===== src/rtl/pipe_ctrl_pkg.sv =====
// Shared types for the pipeline hazard controller: forwarding selects,
// controller states and the scoreboard entry tracked per pipeline stage.
package pipe_ctrl_pkg;

    localparam int unsigned REG_ADR_W = 3;
    localparam int unsigned WCNT_W    = 3;

    typedef enum logic [1:0] {
        FWD_REG   = 2'b00,
        FWD_EXMEM = 2'b01,
        FWD_MEMWB = 2'b10
    } fwd_sel_t;

    typedef enum logic [1:0] {
        RUN    = 2'b00,
        DRAIN  = 2'b01,
        HALTED = 2'b10
    } ctrl_state_t;

    typedef struct packed {
        logic                 valid;
        logic [REG_ADR_W-1:0] adr;
        logic                 load;
        logic                 memop;
    } sb_entry_t;

    // EX/MEM result is younger than MEM/WB data, so an EX hit wins.
    function automatic fwd_sel_t fwd_select(input logic used, input logic ex_hit,
                                            input logic mem_hit);
        if (!used)   return FWD_REG;
        if (ex_hit)  return FWD_EXMEM;
        if (mem_hit) return FWD_MEMWB;
        return FWD_REG;
    endfunction

endpackage


===== src/rtl/hazard_scoreboard.sv =====
// Shadow scoreboard of destination registers in EX/MEM/WB, with load-use
// detection and operand forwarding selects for the instruction in ID.
module hazard_scoreboard
    import pipe_ctrl_pkg::*;
(
    input  logic       clk,
    input  logic       reset,
    input  logic       advance,
    input  logic       squash_id,
    input  logic [2:0] rs_adr_id,
    input  logic [2:0] rt_adr_id,
    input  logic       rs_used_id,
    input  logic       rt_used_id,
    input  logic       regwrite_id,
    input  logic [2:0] regwrite_adr_id,
    input  logic       main_mem_read_id,
    input  logic       main_mem_write_id,
    output logic       mem_busy,
    output logic       load_use,
    output logic [1:0] fwd_a,
    output logic [1:0] fwd_b
);

    sb_entry_t sb_ex;
    sb_entry_t sb_mem;
    sb_entry_t sb_wb;
    sb_entry_t id_entry;
    fwd_sel_t  sel_a;
    fwd_sel_t  sel_b;
    logic      unused_wb;

    // Entry entering EX; a bubble when ID/EX is flushed.
    always_comb begin
        id_entry = '0;
        if (!squash_id) begin
            id_entry.valid = regwrite_id;
            id_entry.adr   = regwrite_adr_id;
            id_entry.load  = main_mem_read_id;
            id_entry.memop = main_mem_read_id | main_mem_write_id;
        end
    end

    always_ff @(posedge clk) begin
        if (reset) begin
            sb_ex  <= '0;
            sb_mem <= '0;
            sb_wb  <= '0;
        end else if (advance) begin
            sb_wb  <= sb_mem;
            sb_mem <= sb_ex;
            sb_ex  <= id_entry;
        end
    end

    always_comb begin
        mem_busy = sb_mem.memop;
        load_use = sb_ex.valid && sb_ex.load &&
                   ((rs_used_id && (rs_adr_id == sb_ex.adr)) ||
                    (rt_used_id && (rt_adr_id == sb_ex.adr)));
        sel_a = fwd_select(rs_used_id,
                           sb_ex.valid && !sb_ex.load && (sb_ex.adr == rs_adr_id),
                           sb_mem.valid && (sb_mem.adr == rs_adr_id));
        sel_b = fwd_select(rt_used_id,
                           sb_ex.valid && !sb_ex.load && (sb_ex.adr == rt_adr_id),
                           sb_mem.valid && (sb_mem.adr == rt_adr_id));
    end

    assign fwd_a = sel_a;
    assign fwd_b = sel_b;

    // WB entry needs no forwarding path: the register file writes through.
    assign unused_wb = ^sb_wb;

endmodule


===== src/rtl/pipe_hazard_ctrl.sv =====
// Stall/flush/forwarding controller for the 5-stage pipeline: memory-wait
// freeze, branch flush, load-use bubble and halt drain.
module pipe_hazard_ctrl
    import pipe_ctrl_pkg::*;
#(
    parameter int unsigned MEM_LAT    = 1,
    parameter int unsigned HALT_DRAIN = 3
) (
    input  logic       clk,
    input  logic       reset,
    input  logic [2:0] rs_adr_id,
    input  logic [2:0] rt_adr_id,
    input  logic       rs_used_id,
    input  logic       rt_used_id,
    input  logic       regwrite_id,
    input  logic [2:0] regwrite_adr_id,
    input  logic       main_mem_read_id,
    input  logic       main_mem_write_id,
    input  logic       is_halt_id,
    input  logic       branch_taken_ex,
    output logic       en_pcif,
    output logic       en_ifid,
    output logic       flush_ifid,
    output logic       en_idex,
    output logic       flush_idex,
    output logic       en_exmem,
    output logic       en_memwb,
    output logic [1:0] forwardingA_controll_id,
    output logic [1:0] forwardingB_controll_id,
    output logic       halted
);

    localparam int unsigned DCNT_W = (HALT_DRAIN > 1) ? $clog2(HALT_DRAIN) : 1;
    localparam logic [WCNT_W-1:0] WAIT_LIM   = WCNT_W'(MEM_LAT - 1);
    localparam logic [DCNT_W-1:0] DRAIN_LAST = DCNT_W'(HALT_DRAIN - 1);

    ctrl_state_t       state;
    ctrl_state_t       state_next;
    logic [WCNT_W-1:0] wcnt;
    logic [WCNT_W-1:0] wcnt_next;
    logic [DCNT_W-1:0] dcnt;
    logic [DCNT_W-1:0] dcnt_next;
    logic              mem_busy;
    logic              load_use;
    logic              mem_freeze;
    logic              advance;
    logic              id_advance;

    // wcnt never exceeds WAIT_LIM, so inequality means "still waiting".
    assign mem_freeze = (state != HALTED) && mem_busy && (wcnt != WAIT_LIM);
    assign advance    = (state != HALTED) && !mem_freeze;
    assign id_advance = advance && !branch_taken_ex && !load_use;

    hazard_scoreboard u_sb (
        .clk               (clk),
        .reset             (reset),
        .advance           (advance),
        .squash_id         (flush_idex),
        .rs_adr_id         (rs_adr_id),
        .rt_adr_id         (rt_adr_id),
        .rs_used_id        (rs_used_id),
        .rt_used_id        (rt_used_id),
        .regwrite_id       (regwrite_id),
        .regwrite_adr_id   (regwrite_adr_id),
        .main_mem_read_id  (main_mem_read_id),
        .main_mem_write_id (main_mem_write_id),
        .mem_busy          (mem_busy),
        .load_use          (load_use),
        .fwd_a             (forwardingA_controll_id),
        .fwd_b             (forwardingB_controll_id)
    );

    always_ff @(posedge clk) begin
        if (reset) begin
            state <= RUN;
            wcnt  <= '0;
            dcnt  <= '0;
        end else begin
            state <= state_next;
            wcnt  <= wcnt_next;
            dcnt  <= dcnt_next;
        end
    end

    // Next state; the drain counter only moves on cycles the pipeline advances.
    always_comb begin
        state_next = state;
        wcnt_next  = '0;
        dcnt_next  = dcnt;
        if (mem_freeze) begin
            wcnt_next = wcnt + 1'b1;
        end
        case (state)
            RUN: begin
                if (is_halt_id && id_advance) begin
                    state_next = DRAIN;
                    dcnt_next  = '0;
                end
            end
            DRAIN: begin
                if (advance) begin
                    if (dcnt == DRAIN_LAST) begin
                        state_next = HALTED;
                    end else begin
                        dcnt_next = dcnt + 1'b1;
                    end
                end
            end
            HALTED: begin
                state_next = HALTED;
            end
            default: begin
                state_next = RUN;
            end
        endcase
    end

    always_comb begin
        en_pcif    = 1'b1;
        en_ifid    = 1'b1;
        en_idex    = 1'b1;
        en_exmem   = 1'b1;
        en_memwb   = 1'b1;
        flush_ifid = 1'b0;
        flush_idex = 1'b0;
        halted     = 1'b0;
        if (state == HALTED) begin
            en_pcif  = 1'b0;
            en_ifid  = 1'b0;
            en_idex  = 1'b0;
            en_exmem = 1'b0;
            en_memwb = 1'b0;
            halted   = 1'b1;
        end else if (mem_freeze) begin
            en_pcif  = 1'b0;
            en_ifid  = 1'b0;
            en_idex  = 1'b0;
            en_exmem = 1'b0;
            en_memwb = 1'b0;
        end else if (branch_taken_ex) begin
            flush_ifid = 1'b1;
            flush_idex = 1'b1;
        end else if (load_use) begin
            en_pcif    = 1'b0;
            en_ifid    = 1'b0;
            flush_idex = 1'b1;
        end else if (state == DRAIN) begin
            en_pcif    = 1'b0;
            flush_ifid = 1'b1;
        end
    end

endmodule


===== config.mk =====
export PLATFORM = sky130hd
export DESIGN_NAME = pipe_hazard_ctrl
export DESIGN_NICKNAME = d
export VERILOG_FILES = /design/src/rtl/pipe_ctrl_pkg.sv /design/src/rtl/hazard_scoreboard.sv /design/src/rtl/pipe_hazard_ctrl.sv
export SDC_FILE = /design/constraint.sdc
export NUM_CORES = 1
export LEC_CHECK = 0
export CAP_MARGIN = 25
export CORE_MARGIN = 10
export CORE_UTILIZATION = 48
export DETAILED_ROUTE_END_ITERATION = 10
export GPL_TIMING_DRIVEN = 0
export PLACE_DENSITY = 0.76
export SYNTH_ARGS = -nofsm -noshare
export SYNTH_HDL_FRONTEND = slang
export SYNTH_SLANG_ARGS = --single-unit

===== constraint.sdc =====
create_clock -name clk -period 2.2 [get_ports clk]
set_input_delay 0.44 -clock clk [delete_from_list [all_inputs] [get_ports clk]]
set_output_delay 0.44 -clock clk [all_outputs]
set_load 0.02 [all_outputs]

==> flow_summary.ini, run 1 <==
[status]
outcome = completed

[sta]
grt_setup_unrepaired = yes
hold_viol = 0
timing.final.max_slew_violations = 0
final.setup_skew_ns = 0.007031
tightest_slew_ns = 0.4372
whs_ns = 0.4261
finalCritPeriodShare_pct = 97.92
setup_ws_ns = 0.04581
max_freq_mhz = 464.2
maxSlewHeadroom_pct = 70.86
setup_viol = 0
fin_crit_ns = 2.154

[critical_path]
path_max_fanout = 2
critical_path_class = input port to output pin
arrival_ns = 1.71
r2r_slack_ns = 0.19
cp_top_family = buffers and inverters
cp.required_ns = 1.76
worst-path-buf-inv = 3
slowest_stage = nor4b_4
crit_path_end_kind = output pin
path_cells = clkdlybuf4s15_1 > xor2_2 > buf_4 > nor4b_4 > and2_1 > clkdlybuf4s15_2
slowest_delay_ns = 0.28
crit_path_start_kind = input port

[grt]
grt_pass1_wl_mm = 5.471
grt_pass1_vias = 1211
overflow = 0
grt_max_degree = 13
antenna_found_initial = 0
grt.total_usage_pct = 13.17

[die]
die_x_um = 69.24
core-area_mm2 = 0.002255
pin_count = 30
start_util_pct = 51.61
die_h_um = 69.24
die_area_mm2 = 0.004793
core.rowCount = 17

[synthesis]
synth_top_area_share_pct = 30.97
synth-seq-cells = 18
syn-num-nets = 166
synth.largest_area_cell = dfxtp_1
synth_area_leaders = dfxtp_1 31%, ha_1 6.5%, nand2_1 6.1%
synthesis.area_mm2 = 0.001164
synth-edff-count = 0
async_reset_ff_share_pct = 0
synth_area_per_cell_um2 = 8.194
seq_area_frac_synth_pct = 30.97
synth_warnings = 0
synth_ff_type = dfxtp_1
synth.distinct_cells = 39
syn_inst = 142

[cts]
clockRootBuffer = clkbuf_4
clock_latency_ns = 0.29
cts.htree.levels = 1
clockBufferDepth = 2
cts_hold_buf = 0
clock_sinks = 18
numCtsBuffers = 3
clk_pin_slew_worst_paths_ns = 0.11
cts_tree = done

[final_layout]
nets = 207
regArea_um2 = 371.6
drive_gt1_share_pct = 26.92
finalInstanceArea_mm2 = 0.001632
antenna_cells = 0
final.fill_count = 190
area_delta_synth_final_pct = 40.21
multiInputGateArea_um2 = 785.8

[place]
dp_hpwl_mm = 2.411
placed_cell_area_mm2 = 0.001489
gp_congestion = 0.8720
post-place-ws_ns = -0.8248
numPortBuffers = 29

[drt]
firstDrtPassIters = 4
vias = 1183
routed_via_density = 5.633
wl_per_cell_um = 16.02
antenna_left = 0
wl_mm = 3.365
drt-initial-drc-count = 43
drc = 0

[run]
maxCapViolations = 0

[power]
powerDensity_mw_per_mm2 = 813.6
ir_drop_mv = 0.6059
p_total_mw = 1.327
p_leak_nw = 0.7037

[worst_hold_path]
hp-class = flop to flop
-- sequential cells by signal (all words and copies together), names as in the netlist --
register and cells:
u_sb.mem_busy 1, u_sb.sb_mem 4, state 2, dcnt 2, wcnt 3, u_sb.sb_ex 6
-- where the power goes --
| part | internal, mW | leakage (nW) | switching (mW) |
|---|---|---|---|
| logic | 0.316 | 0.533 | 0.398 |
| clock network | 0.101 | 0.0210 | 0.101 |
| registers | 0.370 | 0.149 | 0.0406 |
| total | 0.787 | 0.704 | 0.540 |
-- cells in the final DEF, fill, tap and decap left out, types with 4 or more instances in the layout --
cell type	synthesis	layout
a21oi_1	6	6
a2bb2oi_1	5	5
buf_4	2	14
clkdlybuf4s50_1	0	9
dfxtp_1	18	13
dlygate4sd2_1	0	9
ha_1	6	4
inv_1	9	8
nand2_1	19	19
nand3_1	8	8
nor2_1	15	14
nor4_1	4	4
xor2_1	6	4
-- worst paths after layout --
check                           cells after the start                         end               start
worst max-delay path                                6  forwardingB_controll_id[0]        rt_adr_id[1]
worst min-delay path                                1          wcnt[0]$_SDFF_PP0_  wcnt[0]$_SDFF_PP0_
worst max register to register                     10        dcnt[1]$_SDFFE_PP0P_  wcnt[0]$_SDFF_PP0_
worst min register to register                      1          wcnt[0]$_SDFF_PP0_  wcnt[0]$_SDFF_PP0_
-- metrics by stage --
stage,utilization (%),cells,setup TNS (ns)
after floorplan,-,142,0
after global placement,66.04,199,-5.847
after detailed placement,66.04,199,-6.163
after CTS,70.37,209,0
after global routing,72.36,210,-0.1559
final,72.36,210,0
-- logic make-up (layout without fill, tap and decap cells) --
group | after synthesis | count (layout) | synth area share (%)
compound gates | 24 | 24 | 17.10
xor+xnor | 12 | 12 | 9.032
fa+ha+maj | 6 | 6 | 6.451
buf+inv | 17 | 57 | 6.988
flops | 18 | 18 | 30.97
mux | 3 | 3 | 2.581
simple gates | 62 | 62 | 26.88
-- worst reg2reg max path: stages, from the launching register on --
cell       delay, ns
dfxtp_2         0.34
inv_1           0.06
ha_2            0.17
nand2b_1        0.09
a21o_1          0.18
buf_6           0.13
buf_4           0.13
buf_4           0.14
or3_1           0.38
o2111ai_1       0.12
o221ai_1        0.15
-- cell usage after synthesis (3+ instances only) --
cell type,n
a2bb2oi_1,5
nand2_1,19
nor2_1,15
dfxtp_1,18
xor2_1,6
inv_1,9
nand2b_1,3
ha_1,6
mux2i_1,3
nor4_1,4
a21oi_1,6
xnor2_1,6
nand3_1,8
-- metal layers --
layer	global-route usage [%]	part of all wire, %	wire length, µm	up-vias
met4	6.430	2.7	91	0
met1	13.68	41	1377	553
met5	0	0	0	-
met2	24.60	52	1738	44
li1	-	-	-	574
met3	2.140	4.7	157	12
-- area by class of cell --
type	count	area share (%)
buffer	5	2.301
clock buffer	4	2.224
inverter	10	2.454
multi-input combinational	107	48.16
sequential	18	22.78
tap	28	2.147
timing repair buffer	38	19.94
-- what timing repair did --
action | 4_1_cts | 5_1_grt
buffers inserted | 6 | 3
resized for setup | 64 | 17
gates cloned | 0 | 0
endpoints found under the setup margin | 11 | 9
pin swaps | 2 | 6
Power figures use the tool's default switching activity.
==> inputs of run 2 (changes only) <==
MAX_ROUTING_LAYER = met4   (was unset)
==> flow_summary.ini, run 2 (synthesized netlist as in run 1, its figures left out) <==
[status]
outcome = completed

[cts]
cts_tree = done
clockBufferDepth = 2
clockRootBuffer = clkbuf_4
numCtsBuffers = 3
clock_sinks = 18
clock_latency_ns = 0.29
clk_pin_slew_worst_paths_ns = 0.11
cts_hold_buf = 0
cts.htree.levels = 1

[sta]
setup_ws_ns = 0.04371
max_freq_mhz = 463.8
setup_viol = 0
hold_viol = 0
maxSlewHeadroom_pct = 70.83
whs_ns = 0.4263
tightest_slew_ns = 0.4375
fin_setup_tns_ns = 0
finalCritPeriodShare_pct = 98.01
timing.final.max_slew_violations = 0
final.setup_skew_ns = 0.009916
fin_crit_ns = 2.156

[drt]
drt-initial-drc-count = 47
wl_mm = 3.346
firstDrtPassIters = 4
routed_via_density = 5.657
wl_per_cell_um = 15.93
antenna_left = 0
drc = 0
vias = 1188

[die]
die_area_mm2 = 0.004793
die_h_um = 69.24
start_util_pct = 51.61
die_x_um = 69.24
core-area_mm2 = 0.002255
core.rowCount = 17
pin_count = 30

[worst_hold_path]
hp-class = flop to flop

[final_layout]
layout_common_cells = 19 x nand2_1, 13 x nor2_1, 13 x dfxtp_1
antenna_cells = 0
top_register = u_sb.sb_ex
top_regs = u_sb.sb_ex: 6 flops, u_sb.sb_mem: 4 flops, wcnt: 3 flops
final.fill_count = 187
area_delta_synth_final_pct = 42.80
largest_reg_flops = 6
nets = 207
final_common_cell = nand2_1
drive_gt1_share_pct = 28.57

[power]
power_switching_mw = 0.5576
power.internal_mw = 0.8080
switching_share_pct = 40.83
p_leak_nw = 0.7110
powerDensity_mw_per_mm2 = 821.8
power_frac_seq_pct = 30.1
ir_drop_mv = 0.6265
p_comb_share_pct = 55.0
power.clock.fraction_pct = 14.9

[run]
maxCapViolations = 0

[critical_path]
crit_path_start_kind = input port
cp.required_ns = 1.76
cp_top_family = buffers and inverters
worst-path-buf-inv = 3
arrival_ns = 1.72
r2r_slack_ns = 0.18
crit_path_end_kind = output pin
path_cells = clkdlybuf4s15_1 > xor2_2 > buf_4 > nor4b_4 > and2_1 > clkdlybuf4s15_2
slowest_stage = nor4b_4
path_max_fanout = 2
slowest_delay_ns = 0.28
critical_path_class = input port to output pin

[grt]
antenna_found_initial = 0
grt_pass1_wl_mm = 5.492
grt.total_usage_pct = 13.58
grt_max_degree = 13
overflow = 0
grt_pass1_vias = 1210

[place]
gp_congestion = 0.8861
numPortBuffers = 29
dp_hpwl_mm = 2.411
post-place-ws_ns = -0.8248
run 2: cell counts in the layout (fill, tap and decap cells not counted):
Identical to the previous run, type by type.
run 2: path summary, 6_finish.rpt:
check,start,end,cells after the start
max,rt_adr_id[1],forwardingB_controll_id[0],6
min,wcnt[0]$_SDFF_PP0_,wcnt[0]$_SDFF_PP0_,1
max reg2reg,wcnt[0]$_SDFF_PP0_,dcnt[1]$_SDFFE_PP0P_,10
min reg2reg,wcnt[0]$_SDFF_PP0_,wcnt[0]$_SDFF_PP0_,1
run 2: layout make-up:
type | instances | area, µm² | share of cell area, %
inverters | 10 | 42.54 | 2.560
well taps | 28 | 35.03 | 2.108
repair buffers | 38 | 329.1 | 19.80
clock buffers | 4 | 36.28 | 2.184
multi-input cells | 107 | 805.8 | 48.49
plain buffers | 5 | 41.29 | 2.485
flip-flops and latches | 18 | 371.6 | 22.36
run 2: what timing repair did:
| action | CTS | global route |
|---|---|---|
| endpoints found under the hold margin | 0 | 0 |
| buffers inserted | 6 | 3 |
| pin swaps | 2 | 6 |
| resized for setup | 64 | 25 |
| setup endpoints to repair | 11 | 9 |
run 2: through the flow:
step           utilization [%]  area, µm²  std cells  power [mW]
6_report                 73.70       1662        210       1.366
5_1_grt                  73.70       1662        210       1.453
4_1_cts                  70.37       1587        209       1.295
3_5_place_dp             66.04       1489        199       1.070
3_3_place_gp             66.04       1489        199       1.046
2_1_floorplan                -       1164        142      0.8383
run 2: metal layers:
metal  GRT usage [%]  wire length, µm
met1           13.84             1342
met2           24.60             1730
met3           2.140              172
met4           6.430              102
met5               -                0
run 2: power groups by stage:
stage / combinational [mW] / clock (mW) / sequential (mW)
after floorplan: 0.435 / 0 / 0.403
after global placement: 0.635 / 0 / 0.411
after detailed placement: 0.657 / 0 / 0.412
after CTS: 0.677 / 0.209 / 0.409
after global routing: 0.814 / 0.224 / 0.416
final: 0.751 / 0.204 / 0.411
==> inputs of run 3 (changes only) <==
ABC_AREA = 1   (was unset)
==> flow_summary.ini, run 3 <==
[final_layout]
top_register = u_sb.sb_ex
multiInputGateArea_um2 = 654.4
final.fill_count = 211
drive_gt1_share_pct = 21.54
top_regs = u_sb.sb_ex: 6 flops, u_sb.sb_mem: 4 flops, wcnt: 3 flops
finalInstanceArea_mm2 = 0.001479
final_common_cell = nand2_1
layout_common_cells = 33 x nand2_1, 28 x inv_1, 15 x dfxtp_1
antenna_cells = 0
largest_reg_flops = 6
regArea_um2 = 364.1
nets = 220
finalNonFillerCells = 223
final_core_util_pct = 66.22
area_delta_synth_final_pct = 29.61

[die]
start_util_pct = 51.09
die_h_um = 68.76
die_x_um = 68.76
core-area_mm2 = 0.002233
core.rowCount = 17
pin_count = 30
die_area_mm2 = 0.004727

[cts]
numCtsBuffers = 3
clockRootBuffer = clkbuf_4
clock_sinks = 18
clk_pin_slew_worst_paths_ns = 0.09
clockBufferDepth = 2
clock_latency_ns = 0.29
cts.htree.levels = 1
cts_hold_buf = 0
cts_tree = done

[synthesis]
synth.most_common_cell = nand2_1
synth.distinct_cells = 29
synthesis.area_mm2 = 0.001141
synth_area_leaders = dfxtp_1 32%, nand2_1 11%, inv_1 9.9%
synth.largest_area_cell = dfxtp_1
synth-edff-count = 0
async_reset_ff_share_pct = 0
syn-num-nets = 186
syn_inst = 162
synth_area_per_cell_um2 = 7.044
synth_ff_type = dfxtp_1
synth_top_area_share_pct = 31.58
synth-seq-cells = 18
yosys-top-cells-count = 33 x nand2_1, 30 x inv_1, 18 x dfxtp_1, 13 x a21oi_1, 13 x nor2_1
seq_area_frac_synth_pct = 31.58
synth_warnings = 0

[critical_path]
reg2reg_to = dcnt[1]$_SDFFE_PP0P_
crit_start = rs_used_id
r2r_slack_ns = 0.58
r2r_cells = 11
cp.required_ns = 1.76
critical_path_class = input port to output pin
crit_path_end_kind = output pin
timing.rr.start = state[0]$_SDFFE_PP0P_
path_max_fanout = 2
arrival_ns = 1.64
crit_path_start_kind = input port

[sta]
setup_viol = 0
final.setup_skew_ns = 0.001914
finalCritPeriodShare_pct = 94.46
maxSlewHeadroom_pct = 80.82
max_freq_mhz = 481.2
tightest_slew_ns = 0.2874
timing.final.max_slew_violations = 0
hold_viol = 0
fin_crit_ns = 2.078
grt_setup_unrepaired = no

[place]
numPortBuffers = 28
placed_cell_area_mm2 = 0.001456
dp.cells = 218
dp_hpwl_mm = 2.334
gp_congestion = 0.9008

[power]
p_leak_nw = 0.7250
power_frac_seq_pct = 33.4
p_comb_share_pct = 51.6
power.clock.fraction_pct = 15.0
power.internal_mw = 0.7491
powerDensity_mw_per_mm2 = 882.8
p_total_mw = 1.306
switching_share_pct = 42.63
power_switching_mw = 0.5566
ir_drop_mv = 0.7057

[grt]
top_usage_layer = met2
antenna_found_initial = 0
grt.total_usage_pct = 13.42
grt.met3_usage_pct = 4.348
grt_max_degree = 11
overflow = 0
grt_pass1_wl_mm = 4.850
grt_pass1_vias = 1150
globalRouteMet2Util_pct = 24.42
use_met1_pct = 13.00

[drt]
routed_via_density = 5.166
drc = 0
wl_mm = 2.962
wl_per_cell_um = 13.28
drt-initial-drc-count = 36
firstDrtPassIters = 4
antenna_left = 0
vias = 1152

[status]
outcome = completed

[worst_hold_path]
hp-class = input port to flop
hp-start = reset
hold_end = u_sb.sb_ex[3]$_SDFFE_PP0P_
holdPathStages = 2

[run]
maxCapViolations = 0
-- run 3: changes by cell type in the layout (fill, tap and decap cells not counted), moves of 3 or more --
| cell | previous run | this run |
|---|---|---|
| inv_1 | 8 | 28 |
| nand2_1 | 19 | 33 |
| a21oi_1 | 4 | 13 |
| a2bb2oi_1 | 5 | 0 |
| buf_4 | 12 | 7 |
| buf_6 | 5 | 0 |
| nor2_2 | 0 | 5 |
| o21ai_0 | 1 | 6 |
| nand2_2 | 0 | 4 |
| nor4_1 | 4 | 0 |
| xor2_1 | 4 | 0 |
| mux2i_1 | 3 | 0 |
| nand2b_1 | 3 | 0 |
-- run 3: worst max path at each step --
stage / to / slack (ns) / depth (start not counted)
3_5_place_dp: flush_idex / -0.52 / 10
4_1_cts: forwardingA_controll_id[1] / 0.02 / 6
2_1_floorplan: en_pcif / 0.22 / 7
5_1_grt: en_pcif / 0.004 / 8
3_3_place_gp: flush_idex / -0.51 / 9
6_report: forwardingA_controll_id[1] / 0.12 / 6
-- run 3: power groups by stage --
| stage | Clock (mW) | Combinational (mW) | Sequential (mW) |
|---|---|---|---|
| 3_3_place_gp | 0 | 0.667 | 0.438 |
| 6_report | 0.196 | 0.673 | 0.437 |
| 2_1_floorplan | 0 | 0.477 | 0.430 |
| 4_1_cts | 0.202 | 0.678 | 0.435 |
| 3_5_place_dp | 0 | 0.689 | 0.440 |
| 5_1_grt | 0.216 | 0.766 | 0.445 |
-- run 3: layout make-up --
cell class / count / area share, %
Buffer: 4 / 1.861
Clock buffer: 4 / 2.453
Inverter: 31 / 8.037
Multi-Input combinational cell: 109 / 44.25
Sequential cell: 18 / 24.62
Tap cell: 28 / 2.369
Timing Repair Buffer: 29 / 16.41
-- run 3: cells by family after synthesis --
logic type / count (synthesis) / share of synthesized area [%]
AND/OR/NAND/NOR: 71 / 30.92
buffers and inverters: 35 / 12.61
AO/OA/AOI/OAI: 28 / 15.24
flip-flops: 18 / 31.58
adder cells (fa/ha/maj): 6 / 6.579
XOR/XNOR: 4 / 3.070
-- run 3: what timing repair did --
| action | 4_1_cts | 5_1_grt |
|---|---|---|
| setup buffers | 1 | 0 |
| setup endpoints to repair | 11 | 8 |
| resized for setup | 39 | 12 |
| pin swaps | 3 | 2 |
-- run 3: worst max-delay path, stage by stage --
cell             delay, ns
clkdlybuf4s50_1       0.50
nand2_1               0.07
a211oi_1              0.25
o2111ai_1             0.14
inv_1                 0.07
clkbuf_2              0.16
-- run 3: through the flow --
| step | TNS (ns) | setup slack (ns) | hold slack (ns) |
|---|---|---|---|
| 3_3_place_gp | -3.184 | -0.5122 | 0.4278 |
| 5_1_grt | 0 | 0.004158 | 0.3555 |
| 3_5_place_dp | -3.512 | -0.5216 | 0.4563 |
| 4_1_cts | 0 | 0.02178 | 0.3606 |
| 6_report | 0 | 0.1218 | 0.3629 |
| 2_1_floorplan | 0 | 0.2209 | 0.4173 |
-- run 3: routing by layer --
metal / up-vias / share of wire (%)
met5: - / 0
met1: 530 / 39
met4: 0 / 2.4
met2: 30 / 52
met3: 10 / 6.2
li1: 582 / -
